[config.mk]
export PLATFORM = sky130hd
export DESIGN_NAME = sdram_frame_buffer_mgr_flat
export DESIGN_NICKNAME = d
export VERILOG_FILES = /design/src/rtl/sdram_frame_buffer_mgr_if.sv /design/src/rtl/sdram_frame_buffer_mgr.sv /design/src/flat_wrapper.sv
export SDC_FILE = /design/constraint.sdc
export NUM_CORES = 1
export LEC_CHECK = 0
export CAP_MARGIN = 20
export CORE_ASPECT_RATIO = 0.8
export CORE_MARGIN = 2
export CORE_UTILIZATION = 39
export CTS_CLUSTER_DIAMETER = 80
export DETAILED_ROUTE_END_ITERATION = 10
export GPL_ROUTABILITY_DRIVEN = 0
export HOLD_SLACK_MARGIN = 0.06
export PLACE_DENSITY = 0.74
export SKIP_LAST_GASP = 1
export SLEW_MARGIN = 10
export SYNTH_ARGS = -nofsm -noshare
export SYNTH_HDL_FRONTEND = slang
export SYNTH_SLANG_ARGS = --single-unit
[constraint.sdc]
create_clock -name axi_clk -period 1.6 [get_ports axi_clk]
set_input_delay 0.32 -clock axi_clk [delete_from_list [all_inputs] [get_ports axi_clk]]
set_output_delay 0.32 -clock axi_clk [all_outputs]
set_load 0.03 [all_outputs]
[src/rtl/sdram_frame_buffer_mgr_if.sv]
// sdram_frame_buffer_mgr_if: handshake bundle between the frame buffer manager and its writer/reader clients
// master: drives wr_frame_req, wr_frame_done, rd_frame_req; observes grants, addresses, indices, status
// slave:  the manager side, the mirror image of master
interface sdram_frame_buffer_mgr_if #(
    parameter int ADDR_WIDTH     = 24,
    parameter int NUM_BUFFERS    = 3,
    parameter int DROP_CNT_WIDTH = 16
);
    localparam int IW = $clog2(NUM_BUFFERS);
    logic                      wr_frame_req;
    logic                      wr_frame_done;
    logic                      wr_frame_ack;
    logic [ADDR_WIDTH-1:0]     wr_base_addr;
    logic [IW-1:0]             wr_buf_idx;
    logic                      rd_frame_req;
    logic                      rd_frame_ack;
    logic [ADDR_WIDTH-1:0]     rd_base_addr;
    logic [IW-1:0]             rd_buf_idx;
    logic                      rd_repeat;
    logic                      rd_has_frame;
    logic [DROP_CNT_WIDTH-1:0] drop_count;
    modport master (
        output wr_frame_req, wr_frame_done, rd_frame_req,
        input  wr_frame_ack, wr_base_addr, wr_buf_idx, rd_frame_ack, rd_base_addr, rd_buf_idx,
               rd_repeat, rd_has_frame, drop_count
    );
    modport slave (
        input  wr_frame_req, wr_frame_done, rd_frame_req,
        output wr_frame_ack, wr_base_addr, wr_buf_idx, rd_frame_ack, rd_base_addr, rd_buf_idx,
               rd_repeat, rd_has_frame, drop_count
    );
endinterface

[src/rtl/sdram_frame_buffer_mgr.sv]
// sdram_frame_buffer_mgr: rotates NUM_BUFFERS SDRAM frame buffers between one writer and one reader
// axi_clk: single clock; axi_rst: synchronous active-high reset
// bus (slave): writer req/done -> ack, base address, index; reader req -> ack, base address, index,
//              repeat flag, has-frame flag; saturating count of completed frames dropped unread
module sdram_frame_buffer_mgr #(
    parameter int ADDR_WIDTH     = 24,
    parameter int NUM_BUFFERS    = 3,
    parameter int BUFFER_SIZE    = 307200,
    parameter int BASE_ADDR      = 0,
    parameter int DROP_CNT_WIDTH = 16
) (
    input logic                     axi_clk,
    input logic                     axi_rst,
    sdram_frame_buffer_mgr_if.slave bus
);
    localparam int IW = $clog2(NUM_BUFFERS);
    localparam longint END_ADDR = longint'(BASE_ADDR) + longint'(NUM_BUFFERS) * longint'(BUFFER_SIZE);
    if (NUM_BUFFERS < 2 || NUM_BUFFERS > 4 || END_ADDR > (longint'(1) << ADDR_WIDTH)) begin : g_bad_params
        $fatal(1, "sdram_frame_buffer_mgr: NUM_BUFFERS must be 2..4 and all buffers must fit the address space");
    end
    function automatic logic [ADDR_WIDTH-1:0] buf_addr(input logic [IW-1:0] idx);
        return ADDR_WIDTH'(longint'(BASE_ADDR) + longint'(idx) * longint'(BUFFER_SIZE));
    endfunction
    // Buffer states are held as "who owns which index": at most one writer, one ready and one
    // reader slot, every other buffer is free.
    logic                      wr_held, rdy_held, rd_held;
    logic [IW-1:0]             wr_idx, rdy_idx, rd_idx;
    logic                      wr_ack, rd_ack, rd_rep;
    logic [DROP_CNT_WIDTH-1:0] drop;
    logic                      n_wr_held, n_rdy_held, n_rd_held;
    logic [IW-1:0]             n_wr_idx, n_rdy_idx, n_rd_idx;
    logic                      n_wr_ack, n_rd_ack, n_rd_rep;
    logic [DROP_CNT_WIDTH-1:0] n_drop;
    logic                      drop_inc, found;
    logic [IW-1:0]             free_idx;
    always_comb begin
        n_wr_held  = wr_held;
        n_wr_idx   = wr_idx;
        n_rdy_held = rdy_held;
        n_rdy_idx  = rdy_idx;
        n_rd_held  = rd_held;
        n_rd_idx   = rd_idx;
        n_rd_rep   = rd_rep;
        n_wr_ack   = 1'b0;
        n_rd_ack   = 1'b0;
        drop_inc   = 1'b0;
        found      = 1'b0;
        free_idx   = '0;
        if (bus.wr_frame_done && wr_held) begin
            drop_inc   = rdy_held;
            n_rdy_held = 1'b1;
            n_rdy_idx  = wr_idx;
            n_wr_held  = 1'b0;
        end
        // The reader's old buffer is simply released by overwriting its ownership slot.
        if (bus.rd_frame_req) begin
            n_rd_ack = 1'b1;
            n_rd_rep = !n_rdy_held;
            if (n_rdy_held) begin
                n_rd_held  = 1'b1;
                n_rd_idx   = n_rdy_idx;
                n_rdy_held = 1'b0;
            end
        end
        // Downward scan so the lowest free index wins.
        for (int i = NUM_BUFFERS - 1; i >= 0; i--) begin
            if (!(n_wr_held && n_wr_idx == IW'(i)) && !(n_rdy_held && n_rdy_idx == IW'(i)) &&
                !(n_rd_held && n_rd_idx == IW'(i))) begin
                found    = 1'b1;
                free_idx = IW'(i);
            end
        end
        // With no free buffer the ready one is the only candidate (writer holds nothing here).
        if (bus.wr_frame_req && !n_wr_held) begin
            n_wr_ack  = 1'b1;
            n_wr_held = 1'b1;
            n_wr_idx  = found ? free_idx : n_rdy_idx;
            if (!found) begin
                drop_inc   = 1'b1;
                n_rdy_held = 1'b0;
            end
        end
        n_drop = (drop_inc && drop != '1) ? drop + DROP_CNT_WIDTH'(1) : drop;
    end
    always_ff @(posedge axi_clk) begin
        if (axi_rst) begin
            wr_held  <= 1'b0;
            rdy_held <= 1'b0;
            rd_held  <= 1'b0;
            wr_idx   <= '0;
            rdy_idx  <= '0;
            rd_idx   <= '0;
            wr_ack   <= 1'b0;
            rd_ack   <= 1'b0;
            rd_rep   <= 1'b0;
            drop     <= '0;
        end else begin
            wr_held  <= n_wr_held;
            rdy_held <= n_rdy_held;
            rd_held  <= n_rd_held;
            wr_idx   <= n_wr_idx;
            rdy_idx  <= n_rdy_idx;
            rd_idx   <= n_rd_idx;
            wr_ack   <= n_wr_ack;
            rd_ack   <= n_rd_ack;
            rd_rep   <= n_rd_rep;
            drop     <= n_drop;
        end
    end
    assign bus.wr_frame_ack = wr_ack;
    assign bus.wr_base_addr = buf_addr(wr_idx);
    assign bus.wr_buf_idx   = wr_idx;
    assign bus.rd_frame_ack = rd_ack;
    assign bus.rd_base_addr = buf_addr(rd_idx);
    assign bus.rd_buf_idx   = rd_idx;
    assign bus.rd_repeat    = rd_rep;
    assign bus.rd_has_frame = rd_held;
    assign bus.drop_count   = drop;
endmodule

[src/flat_wrapper.sv]
// flat-port wrapper written by rule: the top's interface ports become plain ports
module sdram_frame_buffer_mgr_flat 
#(
    parameter int ADDR_WIDTH     = 24,
    parameter int NUM_BUFFERS    = 3,
    parameter int BUFFER_SIZE    = 307200,
    parameter int BASE_ADDR      = 0,
    parameter int DROP_CNT_WIDTH = 16
)
  (axi_clk, axi_rst, bus_wr_frame_req, bus_wr_frame_done, bus_rd_frame_req, bus_wr_frame_ack, bus_wr_base_addr, bus_wr_buf_idx, bus_rd_frame_ack, bus_rd_base_addr, bus_rd_buf_idx, bus_rd_repeat, bus_rd_has_frame, bus_drop_count);
  sdram_frame_buffer_mgr_if #(.ADDR_WIDTH(ADDR_WIDTH), .NUM_BUFFERS(NUM_BUFFERS), .DROP_CNT_WIDTH(DROP_CNT_WIDTH)) bus_i ();
  input logic axi_clk;
  input logic axi_rst;
  input wire logic [$bits(bus_i.wr_frame_req)-1:0] bus_wr_frame_req;
  input wire logic [$bits(bus_i.wr_frame_done)-1:0] bus_wr_frame_done;
  input wire logic [$bits(bus_i.rd_frame_req)-1:0] bus_rd_frame_req;
  output wire logic [$bits(bus_i.wr_frame_ack)-1:0] bus_wr_frame_ack;
  output wire logic [$bits(bus_i.wr_base_addr)-1:0] bus_wr_base_addr;
  output wire logic [$bits(bus_i.wr_buf_idx)-1:0] bus_wr_buf_idx;
  output wire logic [$bits(bus_i.rd_frame_ack)-1:0] bus_rd_frame_ack;
  output wire logic [$bits(bus_i.rd_base_addr)-1:0] bus_rd_base_addr;
  output wire logic [$bits(bus_i.rd_buf_idx)-1:0] bus_rd_buf_idx;
  output wire logic [$bits(bus_i.rd_repeat)-1:0] bus_rd_repeat;
  output wire logic [$bits(bus_i.rd_has_frame)-1:0] bus_rd_has_frame;
  output wire logic [$bits(bus_i.drop_count)-1:0] bus_drop_count;
  assign bus_i.wr_frame_req = bus_wr_frame_req;
  assign bus_i.wr_frame_done = bus_wr_frame_done;
  assign bus_i.rd_frame_req = bus_rd_frame_req;
  assign bus_wr_frame_ack = bus_i.wr_frame_ack;
  assign bus_wr_base_addr = bus_i.wr_base_addr;
  assign bus_wr_buf_idx = bus_i.wr_buf_idx;
  assign bus_rd_frame_ack = bus_i.rd_frame_ack;
  assign bus_rd_base_addr = bus_i.rd_base_addr;
  assign bus_rd_buf_idx = bus_i.rd_buf_idx;
  assign bus_rd_repeat = bus_i.rd_repeat;
  assign bus_rd_has_frame = bus_i.rd_has_frame;
  assign bus_drop_count = bus_i.drop_count;
  sdram_frame_buffer_mgr #(.ADDR_WIDTH(ADDR_WIDTH), .NUM_BUFFERS(NUM_BUFFERS), .BUFFER_SIZE(BUFFER_SIZE), .BASE_ADDR(BASE_ADDR), .DROP_CNT_WIDTH(DROP_CNT_WIDTH)) u_core (.axi_clk(axi_clk), .axi_rst(axi_rst), .bus(bus_i));
endmodule
==> metrics.txt <==
die area=0.005329 mm^2; Initial Utilization=40.36%; Residual DRC=0; Power, Total=1.531 mW; ys async rst share=0%; minimum clock period=1.621 ns; instance area after placement=0.002446 mm^2; Startpoint Class=flop; top cells by count, synth=41 x buf_4, 28 x dfxtp_1, 22 x nor2_1, 10 x ha_1; Synth area leaders=dfxtp_1 30%, buf_4 17%, ha_1 6.7%, nor2_1 4.5%, xor2_1 4.2%; Worst Path Required=1.80 ns; TritonCTS buffer count=3; Fin. Hold Viols=0; FP Rows=22; # IOs=77; worst hold slack=0.4700 ns; grt ovf=0; crit path max fanout=6; hold path endpoint=u_core.rdy_held; post-synth cell types=44; vias in the first global route=1490; routed vias/inst=4.732; Worst Skew=0.01027 ns; setup TNS=-0.04013 ns; reg-to-reg endpoint=u_core.bus.wr_buf_idx[1]; layout cells sized above 1=34.71%; critical path class=flop to flop; share of the synthesized area in the top cell type=30.21%; Avg Cell Area, Syn=8.630 um^2; IR drop worst, VDD=0.0003044 V; CTS root buf=clkbuf_8; Main synth FF type=dfxtp_1; Antenna diodes=0; Post-Syn Area=0.001856 mm^2; CTS tree=built; die width=81.12 um; Reg2Reg Setup Slack=-0.02 ns; hold path depth=4; drt total wl=4380 um; clk_lat worst skew=0.28 ns; Mapped Cells=215; Reg-to-Reg Start=u_core.rdy_held; Final HPWL DP=3159 um; Hold Startpoint=bus_rd_frame_req; final worst setup slack=-0.02107 ns; vias=1661; status=finished with violations; Leak Pwr=1.290 nW; post-place setup slack=-0.6238 ns; Max Slew Vio Count=0; CP Capture Type=flop; setup repair after global routing missed its margin=yes; EDFF count, synth=0; most frequent cell after synthesis=buf_4; worst-case reg-to-reg path depth=6; power per cell area=581.4 mW/mm^2; setup violators final=2; Synth area leader=dfxtp_1; fin area=0.002634 mm^2; min-delay worst type=input port to flop; antenna-violating nets left=0; # hold bufs at CTS=0; Area Growth Syn to Fin=41.94%; die extent in y=65.70 um; Total GRT Usage=15.86%; first-pass GRT wire length=6755 um; WL/cell=12.48 um; Nets=307; sequential share of the synthesized area=30.21%; FF+latch count, synth=28; max-cap viol count=0; largest net degree at the start of global routing=26; input/output buffers=44; Worst EP arrival=1.82 ns; Pre-antenna DRT Iters=4; CTS max path bufs=2; Syn. warnings=0; core area=0.004597 mm^2; H-tree level count=1; antenna violations before repair=0; achievable frequency=616.9 MHz; Sink Count=28; Clk pin slew, worst setup/hold paths=0.10 ns; failing checks=negative setup slack; 1st-iter DRT viols=60; final worst-path cycle share=101.3%
==> flip-flops by register name, indices dropped and copies added (netlist names) <==
| name | count |
|---|---|
| u_core.bus.rd_frame_ack | 1 |
| u_core.wr_held | 1 |
| u_core.bus.rd_has_frame | 1 |
| u_core.bus.rd_repeat | 1 |
| u_core.rdy_idx | 2 |
| u_core.bus.wr_frame_ack | 1 |
| u_core.bus.rd_buf_idx | 2 |
| u_core.rdy_held | 1 |
| u_core.bus.wr_buf_idx | 2 |
| u_core.bus.drop_count | 16 |
==> kinds of logic (layout without fill, tap and decap cells) <==
family | Yosys count | in the layout | synth area share (%)
xor+xnor | 13 | 13 | 6.136
simple gates | 67 | 67 | 19.22
fa+ha+maj | 10 | 10 | 6.743
flops | 28 | 28 | 30.21
compound gates | 38 | 38 | 15.58
buf+inv | 55 | 100 | 20.30
mux | 3 | 3 | 1.618
other cells | 1 | 32 | 0.2021
==> layout make-up <==
cell class / instances / area, um^2
Fill cell: 414 / 1963
Multi-Input combinational cell: 163 / 1131
Timing Repair Buffer: 88 / 739.5
Sequential cell: 28 / 591.8
Tap cell: 60 / 75.07
Clock buffer: 4 / 66.31
Inverter: 8 / 30.03
==> stage by stage <==
step / std cells / util, %
2_1_floorplan: 246 / -
3_3_place_gp: 342 / 53.21
3_5_place_dp: 342 / 53.21
4_1_cts: 347 / 54.76
5_1_grt: 351 / 57.29
6_report: 351 / 57.29
==> layout by cell type (no fill, tap or decap), types with 5 or more instances in the layout <==
| master | instances |
|---|---|
| ha_1 | 8 |
| buf_6 | 6 |
| a21oi_1 | 7 |
| inv_1 | 6 |
| conb_1 | 32 |
| o211ai_1 | 7 |
| dlygate4sd2_1 | 28 |
| nand2_1 | 8 |
| nor2_1 | 22 |
| and3_1 | 7 |
| xor2_1 | 9 |
| buf_4 | 45 |
| dfxtp_1 | 13 |
| dfxtp_4 | 5 |
| dfxtp_2 | 10 |
| nand3_1 | 5 |
==> metal layers <==
layer / vias up / wire length, um / global-route usage [%]
met5: - / 0 / 0
met4: 0 / 4 / 2.754
met3: 2 / 232 / 3.709
met2: 51 / 2083 / 25.00
met1: 782 / 2060 / 22.25
li1: 826 / - / -
==> timing repair <==
| action | in CTS | in global routing |
|---|---|---|
| endpoints found under the setup margin | 51 | 21 |
| buffers inserted | 1 | 4 |
| pin swaps | 1 | 10 |
| cloned | 0 | 0 |
| resized for setup | 44 | 29 |
==> worst max-delay path: stages, from the launching register on <==
cell	delay (ns)
dfxtp_4	0.39
buf_6	0.12
a21oi_4	0.13
o211a_1	0.21
o221ai_2	0.10
a2111o_1	0.46
o21ai_1	0.14
==> worst max path at each step <==
stage	startpoint	endpoint	slack [ns]	depth (start not counted)
floorplan	u_core.bus.wr_buf_idx[0]	u_core.bus.wr_buf_idx[0]	0.01	5
detailed placement	bus_wr_frame_done	u_core.bus.wr_buf_idx[0]	-0.62	7
global route	u_core.wr_held	u_core.bus.wr_buf_idx[0]	-0.08	6
CTS	u_core.rdy_held	u_core.bus.wr_buf_idx[0]	-0.04	6
global placement	bus_wr_frame_done	u_core.bus.wr_buf_idx[0]	-0.49	7
finish	u_core.rdy_held	u_core.bus.wr_buf_idx[1]	-0.02	6
==> power by group <==
part           switching [mW]  total [mW]  internal [mW]
logic                   0.220       0.317         0.0971
registers              0.0131       0.716          0.703
clock network           0.226       0.498          0.273
Power figures use the tool's default switching activity.
==> RTL edit: new RTL, same settings <==
`ADDR_WIDTH` is set to 24 in 3 places; all go to 36.
--- a/src/rtl/sdram_frame_buffer_mgr_if.sv
+++ b/src/rtl/sdram_frame_buffer_mgr_if.sv
@@ -3,5 +3,5 @@
 // slave:  the manager side, the mirror image of master
 interface sdram_frame_buffer_mgr_if #(
-    parameter int ADDR_WIDTH     = 24,
+    parameter int ADDR_WIDTH     = 36,
     parameter int NUM_BUFFERS    = 3,
     parameter int DROP_CNT_WIDTH = 16
--- a/src/rtl/sdram_frame_buffer_mgr.sv
+++ b/src/rtl/sdram_frame_buffer_mgr.sv
@@ -4,5 +4,5 @@
 //              repeat flag, has-frame flag; saturating count of completed frames dropped unread
 module sdram_frame_buffer_mgr #(
-    parameter int ADDR_WIDTH     = 24,
+    parameter int ADDR_WIDTH     = 36,
     parameter int NUM_BUFFERS    = 3,
     parameter int BUFFER_SIZE    = 307200,
--- a/src/flat_wrapper.sv
+++ b/src/flat_wrapper.sv
@@ -2,5 +2,5 @@
 module sdram_frame_buffer_mgr_flat 
 #(
-    parameter int ADDR_WIDTH     = 24,
+    parameter int ADDR_WIDTH     = 36,
     parameter int NUM_BUFFERS    = 3,
     parameter int BUFFER_SIZE    = 307200,
Interface: changed (resized bus_rd_base_addr and bus_wr_base_addr); port bits go from 77 to 101. The function was not compared with the original's and may differ.
==> RTL edit against the unedited design <==
- setup slack better by 28 ps
- final area is 1.6% higher
- clock power fell by 0.8%
- routed wire length shrank 1.7%
- sequential cell count unchanged
- non-clock buffer count shrank 6
- sequential share of layout area fell by 0.35 points
- power up 3.6%
- die area grew 9.2%
- area after synthesis up 9.7%
- worst hold slack better by 5.9 ps
- critical endpoint is now u_core.bus.wr_buf_idx[0]
- via count rose by 0.84%
==> RTL edit: results (changes against the unedited design) <==
status complete, no violations; Yosys top cell area share 27.5% (-2.7 points); commonest cells in the netlist 65 x buf_4, 28 x dfxtp_1, 22 x nor2_1; YS warnings 0 (unchanged); Most used DFF post-synth dfxtp_1; number of cells on the worst hold path 3 (-1); Synth Area in Compound Gates 14.2% (-1.4 points); GRT met3 Usage 2.98% (-0.73 points); sequential share of the synthesized area 27.5% (-2.7 points); Post-DP HPWL 3.20 mm (+1.4%); met1 Track Usage GR 17.8% (-4.4 points); Static Leak 1.34 nW (+4.0%); Synth cell types 44 (unchanged); Skew-Pair Late Insertion Delay 270 ps; vias in the first global route 1434 (-3.8%); crit-path max FO 6 (unchanged); number of flip-flops in the largest register 16 (unchanged); DR pass1 iterations 4 (unchanged); post-synthesis adder-cell area fraction 6.15% (-0.60 points); Hold Crit Class in -> reg; routed len/inst 11.6 um (-7.0%); layout cells sized above 1 29.4% (-5.3 points); Worst-path clk slew 100 ps (about the same); drt first-iter violations 71 (+18%); first-pass GRT wire length 6.42 mm (-4.9%); r2r worst-path depth 5 (-1); Net Switching 0.525 mW (+14%); All-Layer GR Usage 13.6% (-2.3 points); ranking of synthesized cells by area dfxtp_1 28%, buf_4 24%, ha_1 6.1%; I/O Buffers 44 (unchanged); clock root cell clkbuf_8; mux contribution to synthesized area 1.48% (-0.14 points); Worst VDD drop 0.266 mV (-13%); initial antenna violation count 0 (unchanged); # diodes 0 (unchanged); deepest clock path buffer count 2 (unchanged); Nets 325 (+5.9%); CP arrival 1770 ps (-50 ps); via count 1675 (+0.84%); GR Layer Usage met2 22.5% (-2.5 points); Post-synth ARST share 0% (unchanged); Post-Synth XOR/XNOR Area 5.59% (-0.54 points); CTS H-tree depth 1 (unchanged); skew final 2.74 ps (-7.53 ps); clock buffer count from CTS 3 (unchanged); Via density 4.51 (-4.6%); total placed cells including tap cells 364 (+6.4%); Cells after Synth 239 (+11%); fillers 478 (+15%); largest net degree at the start of global routing 18 (-31%)
[RTL edit: logic make-up (layout without fill, tap and decap cells)]
| group | count (synthesis) | after routing |
|---|---|---|
| buf+inv | 79 | 94 |
| simple gates | 67 | 67 |
| compound gates | 38 | 38 |
| flops | 28 | 28 |
| xor+xnor | 13 | 13 |
| fa+ha+maj | 10 | 10 |
| mux | 3 | 3 |
| other cells | 1 | 56 |
[RTL edit: repair_timing]
action                                  CTS  global route
pin swaps                                 1             7
gates resized for setup                  42            25
endpoints found under the hold margin     0             0
buffers inserted                          0             3
endpoints found under the setup margin   47            20
[RTL edit: final timing paths]
path,from,end,slack [ps]
setup / recovery,u_core.wr_held,u_core.bus.wr_buf_idx[0],7
hold / removal,bus_rd_frame_req,u_core.rdy_held,480
setup reg to reg,u_core.wr_held,u_core.bus.wr_buf_idx[0],7
hold reg to reg,u_core.bus.rd_repeat,u_core.bus.rd_repeat,500
[RTL edit: power groups by stage]
| stage | combinational [mW] | sequential [mW] | clock, mW |
|---|---|---|---|
| after global placement | 0.365 | 0.735 | 0 |
| after detailed placement | 0.366 | 0.736 | 0 |
| after CTS | 0.358 | 0.718 | 0.509 |
| after global routing | 0.400 | 0.718 | 0.545 |
| final | 0.376 | 0.716 | 0.494 |
| after floorplan | 0.380 | 0.750 | 0 |
[RTL edit: stage by stage]
| step | instance area, sq um | setup TNS (ps) | total power [mW] | setup WS (ps) | hold slack (ps) |
|---|---|---|---|---|---|
| 6_report | 2680 | 0 | 1.59 | 7.33 | 476 |
| 5_1_grt | 2680 | -476 | 1.66 | -88.8 | 468 |
| 4_1_cts | 2580 | 0 | 1.58 | 2.48 | 506 |
| 3_5_place_dp | 2520 | -6960 | 1.10 | -535 | 494 |
| 3_3_place_gp | 2520 | -6330 | 1.10 | -484 | 480 |
| 2_1_floorplan | 2270 | 0 | 1.13 | 10.5 | 399 |
[RTL edit: metal layers]
metal	share of wire, %	wire length [um]
met1	46	1990
met2	47	2010
met3	6.4	274
met4	0.63	27
met5	0	0
[RTL edit: cell type report]
type | instances | area (sq um) | share of cell area [%]
repair buffers | 82 | 687 | 25.7
well taps | 62 | 77.6 | 2.90
inverters | 8 | 30.0 | 1.12
clock buffers | 4 | 66.3 | 2.48
flip-flops and latches | 28 | 592 | 22.1
multi-input cells | 187 | 1220 | 45.7
[RTL edit: critical path, cell delays in order, from the launching register on]
cell and delay (ps):
dfxtp_4 390, nand2_4 90, mux2i_2 230, or3b_1 380, a32o_1 270, a2bb2oi_2 130
